$ cat config.mk
export PLATFORM = sky130hd
export DESIGN_NAME = piso_br_param
export DESIGN_NICKNAME = d
export VERILOG_FILES = /design/src/rtl/piso_pkg.sv /design/src/rtl/br_tick_gen.sv /design/src/rtl/piso_br_param.sv
export SDC_FILE = /design/constraint.sdc
export NUM_CORES = 1
export LEC_CHECK = 0
export ABC_AREA = 1
export ABC_CLOCK_PERIOD_IN_PS = 2400
export BUFFER_PORTS_ARGS = -buffer_cell sky130_fd_sc_hd__buf_4
export CAP_MARGIN = 20
export CORE_MARGIN = 2
export CORE_UTILIZATION = 25
export CTS_BUF_LIST = sky130_fd_sc_hd__clkbuf_16
export CTS_CLUSTER_SIZE = 14
export DETAILED_ROUTE_END_ITERATION = 10
export PLACE_DENSITY = 0.49
export RECOVER_POWER = 25
export SLEW_MARGIN = 0
export SYNTH_ARGS = -nofsm -noshare
export SYNTH_HDL_FRONTEND = slang
export SYNTH_SLANG_ARGS = --single-unit
$ cat constraint.sdc
create_clock -name clk -period 2.4 [get_ports clk]
set_input_delay 0.48 -clock clk [delete_from_list [all_inputs] [get_ports clk]]
set_output_delay 0.48 -clock clk [all_outputs]
set_load 0.01 [all_outputs]
$ cat src/rtl/piso_pkg.sv
// Shared types and helpers for the bit-rate PISO shifter family.
// The PAR state exists only when PISO_PARITY_EN is defined.
package piso_pkg;

  localparam logic IDLE_LVL_DEF = 1'b1;

  typedef enum logic [1:0] {
    IDLE  = 2'b00,
    SHIFT = 2'b01
`ifdef PISO_PARITY_EN
    ,
    PAR   = 2'b10
`endif
  } state_t;

  // Counter width that stays usable (>=1 bit) even for a divide-by-one.
  function automatic int cnt_width(input int n);
    return (n <= 1) ? 1 : $clog2(n);
  endfunction

endpackage

$ cat src/rtl/br_tick_gen.sv
// Bit-rate divider: tick marks the last clock of each bit period while enabled.
module br_tick_gen import piso_pkg::*; #(
  parameter int CLKS_PER_BIT = 6
) (
  input  logic clk,
  input  logic rst,
  input  logic en,
  output logic tick
);

  localparam int CW = cnt_width(CLKS_PER_BIT);
  localparam logic [CW-1:0] TERM = CW'(CLKS_PER_BIT - 1);

  logic [CW-1:0] clk_cnt;

  // Held at zero when idle so every frame starts a fresh full bit period.
  always_ff @(posedge clk) begin
    if (rst) begin
      clk_cnt <= '0;
    end else if (!en || clk_cnt == TERM) begin
      clk_cnt <= '0;
    end else begin
      clk_cnt <= clk_cnt + CW'(1);
    end
  end

  assign tick = en && (clk_cnt == TERM);

endmodule

$ cat src/rtl/piso_br_param.sv
// Parametrised PISO with bit-rate divider and busy/done handshake.
// Define PISO_PARITY_EN to append a parity bit (PARITY_ODD selects odd parity).
module piso_br_param import piso_pkg::*; #(
  parameter int DW           = 8,
  parameter int CLKS_PER_BIT = 6,
  parameter bit MSB_FIRST    = 1'b1,
  parameter bit IDLE_LVL     = IDLE_LVL_DEF
`ifdef PISO_PARITY_EN
  ,
  parameter bit PARITY_ODD   = 1'b0
`endif
) (
  input  logic          clk,
  input  logic          rst,
  input  logic          start,
  input  logic [DW-1:0] din,
  output logic          dout,
  output logic          busy,
  output logic          done
);

  localparam int BW = $clog2(DW + 1);
  localparam logic [BW-1:0] LAST_BIT = BW'(DW - 1);

  state_t        state;
  logic [DW-1:0] shreg;
  logic [DW-1:0] shreg_next;
  logic [BW-1:0] bit_cnt;
  logic          tick;
  logic          next_bit;
`ifdef PISO_PARITY_EN
  logic          par_bit;
`endif

  br_tick_gen #(.CLKS_PER_BIT(CLKS_PER_BIT)) u_tick (
    .clk  (clk),
    .rst  (rst),
    .en   (state != IDLE),
    .tick (tick)
  );

  // The bit that will be on the line after the next shift.
  assign shreg_next = MSB_FIRST ? (shreg << 1) : (shreg >> 1);
  assign next_bit   = MSB_FIRST ? shreg_next[DW-1] : shreg_next[0];

  always_ff @(posedge clk) begin
    if (rst) begin
      state   <= IDLE;
      dout    <= IDLE_LVL;
      busy    <= 1'b0;
      done    <= 1'b0;
      shreg   <= '0;
      bit_cnt <= '0;
`ifdef PISO_PARITY_EN
      par_bit <= 1'b0;
`endif
    end else begin
      done <= 1'b0;
      case (state)
        IDLE: begin
          dout <= IDLE_LVL;
          busy <= 1'b0;
          if (start) begin
            state   <= SHIFT;
            shreg   <= din;
            bit_cnt <= '0;
            busy    <= 1'b1;
            dout    <= MSB_FIRST ? din[DW-1] : din[0];
`ifdef PISO_PARITY_EN
            par_bit <= (^din) ^ PARITY_ODD;
`endif
          end
        end
        SHIFT: begin
          if (tick) begin
            if (bit_cnt < LAST_BIT) begin
              shreg   <= shreg_next;
              dout    <= next_bit;
              bit_cnt <= bit_cnt + BW'(1);
            end else begin
              bit_cnt <= '0;
`ifdef PISO_PARITY_EN
              state   <= PAR;
              dout    <= par_bit;
`else
              state   <= IDLE;
              busy    <= 1'b0;
              done    <= 1'b1;
              dout    <= IDLE_LVL;
`endif
            end
          end
        end
`ifdef PISO_PARITY_EN
        PAR: begin
          if (tick) begin
            state <= IDLE;
            busy  <= 1'b0;
            done  <= 1'b1;
            dout  <= IDLE_LVL;
          end
        end
`endif
        default: begin
          state <= IDLE;
          busy  <= 1'b0;
          dout  <= IDLE_LVL;
        end
      endcase
    end
  end

endmodule
==> summary.md <==
| Metric | Value |
|---|---|
| Hold Vio Cnt, Final | 0 |
| Post-cts resize count | 0 |
| Clock transition at path regs | 0.05 ns |
| # setup viols final | 0 |
| Vias/cell | 4.24 |
| Area added between synthesis and finish | 19.6% |
| Synthesized net count | 134 |
| Clock buffer depth | 2 |
| Post-DP HPWL | 1260 um |
| Internal power | 0.000583 W |
| Vias after detailed routing | 755 |
| Row count | 21 |
| Worst path most repeated cell | nand2_4 |
| Power density over cell area | 725 nW/um^2 |
| Synth Instances | 120 |
| Share of the synthesized area in the top cell type | 40.9% |
| Reg2reg start | state[0]$_SDFFE_PP0P_ |
| CP peak stage delay | 0.53 ns |
| Most common library cells after synthesis | 35 x nand2_1, 18 x dfxtp_1, 17 x nor2_1, 10 x nand3_1, 9 x a21oi_1 |
| Worst VDD drop | 0.458 mV |
| Wire length after detailed routing | 1730 um |
| Nets | 148 |
| Ys flop type | dfxtp_1 |
| Worst-margin pin slew | 0.392 ns |
| GRT Overall Usage | 10.5% |
| Total CTS buffers | 3 |
| Yosys top cell by area | dfxtp_1 |
| Setup repair bufs after CTS | 0 |
| Clock network power share | 42.9% |
| Sequential cell area fraction in the yosys report | 40.9% |
| CP Data Arrival Time | 1.59 ns |
| Vias in the first global route | 721 |
| DRC Markers | 0 |
| Initial Utilization | 26.2% |
| Post-DRT Antenna Nets | 0 |
| R2R cell count | 6 |
| Slew headroom | 73.8% |
| Crit Reg-Reg Endpoint | shreg[2]$_SDFFE_PP0P_ |
| Unique masters post-synth | 19 |
| Post-synthesis register bit count | 18 |
| Comb power frac | 13.4% |
| Cell Chain, Critical Path | inv_1, nand2_4, nand2_4, nand3_1, nand2_1, nor2_1 |
| Synth top area cells | dfxtp_1 41%, nand2_1 15%, nor2_1 7.2% |
| Critical-path top delay cell | dfxtp_1 |
| Clock Sinks | 18 |
| Slew Limit Fails | 0 |
| Hold depth | 2 |
| Port bufs | 13 |
| R2r setup slk | 1.0 ns |
| Final clock period utilization by the worst path | 58.4% |
| Placer Congestion | 0.739 |
| I/O pin cnt | 14 |
| Sw frac | 23.7% |
| Worst path required time | 2.59 ns |
| Wire per inst | 9.70 um |
| WS Path Type | flop to flop |
| Hold crit path type | input pin to flop |
| Worst Hold Launch | rst |
| Static Leak | 0.464 nW |
| Number of inserted diodes | 0 |
| Clock skew | 0.00479 ns |
| Post-synth EDFFs | 0 |
| RSZ-0062 raised after global routing | false |
| Setup_tns | 0 ns |
| Synth async-reset ratio | 0% |
| Syn Area/Cell | 7.34 um^2 |
| YS warnings | 0 |
| Maximum clock rate | 0.713 GHz |
| WP buf/inv | 1 |
| Startpoint Class | flop |
| Core area | 3360 um^2 |
| CTS root buf | clkbuf_16 |
| Worst Setup SP | state[0]$_SDFFE_PP0P_ |
| Setup crit end kind | flop |
| First-pass GRT wire length | 3200 um |
| Hold_buf cts | 0 |
| Fill count | 380 |
| Die W | 63.4 um |
| CTS tree | yes |
| Drt initial violations | 25 |
| Hold EP | shreg[0]$_SDFFE_PP0P_ |
| Crit path max-delay family | simple AND/OR/NAND/NOR gates |
| Reg power frac | 43.7% |
| Smallest hold slack | 0.434 ns |
| Worst-path maximum fanout | 17 |
| Antenna violations before repair | 0 |
| DR pass1 iterations | 4 |
| Clk_lat worst skew | 0.25 ns |
| Die area | 4010 um^2 |
| Largest net degree at the start of global routing | 18 |
| GRT Residual Overflow | 0 |
| Top-count cell post-synth | nand2_1 |
| H-Tree Depth | 1 |
| NetSw | 0.000181 W |
| Status | finished, final reports clean |
| Max Cap Violations | 0 |
| Share of layout cells above drive strength 1 | 13.6% |
| Minimum clock period | 1.40 ns |
| Synthesized area | 881 um^2 |
| DIE HEIGHT | 63.4 um |
layout make-up:
type,instances,area [um^2],share of cell area [%]
timing repair buffer,13,90.1,8.55
tap,46,57.6,5.46
inverter,8,30.0,2.85
sequential,18,360,34.2
clock buffer,3,75.1,7.13
multi-input combinational,90,440,41.8
power by group through the flow:
stage                     Sequential, W  Combinational (W)  Clock [W]
after CTS                      0.000335           0.000106   0.000337
after floorplan                0.000335          0.0000835          0
after global placement         0.000341           0.000105          0
final                          0.000334           0.000102   0.000328
after global routing           0.000337           0.000119   0.000352
after detailed placement       0.000341           0.000106          0
stage by stage:
step                      worst slack, ns  cells  util [%]  area, um^2  total power [W]
after floorplan                      1.19    120         -         881         0.000419
after global routing                0.809    178      31.3        1050         0.000808
after detailed placement            0.995    175      29.7         998         0.000446
after CTS                           0.987    178      31.9        1070         0.000778
after global placement               1.00    175      29.7         998         0.000445
final                               0.997    178      31.3        1050         0.000764
cells in the final DEF (no fill, tap or decap), drive strengths merged:
master,synthesis,final
a21oi,10,10
xnor2,1,1
buf,4,11
ha,3,3
nand3,11,11
nor2,17,17
dfxtp,18,18
o21ai,2,2
inv,8,8
and2,6,6
nand2,38,38
a31oi,1,1
o21bai,1,1
clkbuf,0,5
per-layer routing:
metal | track usage, % | vias up | wire, um
met2 | 15.9 | 22 | 761
met3 | 4.82 | 5 | 124
met5 | 0 | - | 0
li1 | - | 404 | -
met4 | 5.71 | 0 | 44
met1 | 12.3 | 324 | 795
kinds of logic (layout without fill, tap and decap cells):
family / count (synthesis) / after routing / share of synthesized area, %
AOI/OAI and AO/OA: 14 / 14 / 8.81
xor gates and xnor gates: 1 / 1 / 0.994
adders and majority gates: 3 / 3 / 4.26
buffers and inverters: 12 / 24 / 7.67
DFF: 18 / 18 / 40.9
and+or+nand+nor: 72 / 72 / 37.4
flip-flops by register name, indices dropped and copies added, names as in the netlist:
name,cells
bit_cnt,4
shreg,7
done,1
dout,1
u_tick.clk_cnt,3
state,1
busy,1
worst max path at each step:
stage,to,slack [ns],cells past startpoint
6_report,shreg[2]$_SDFFE_PP0P_,1.0,6
5_1_grt,shreg[2]$_SDFFE_PP0P_,0.81,7
4_1_cts,shreg[2]$_SDFFE_PP0P_,0.99,7
3_5_place_dp,shreg[2]$_SDFFE_PP0P_,1.0,7
3_3_place_gp,shreg[3]$_SDFFE_PP0P_,1.00,7
2_1_floorplan,shreg[1]$_SDFFE_PP0P_,1.19,7
worst register-to-register path, cell delays in order, from the launching register on:
cell and delay (ns):
dfxtp_1 0.53, inv_1 0.25, nand2_4 0.15, nand2_4 0.13, nand3_1 0.12, nand2_1 0.07, nor2_1 0.10
(Power assumes the default switching activity.)
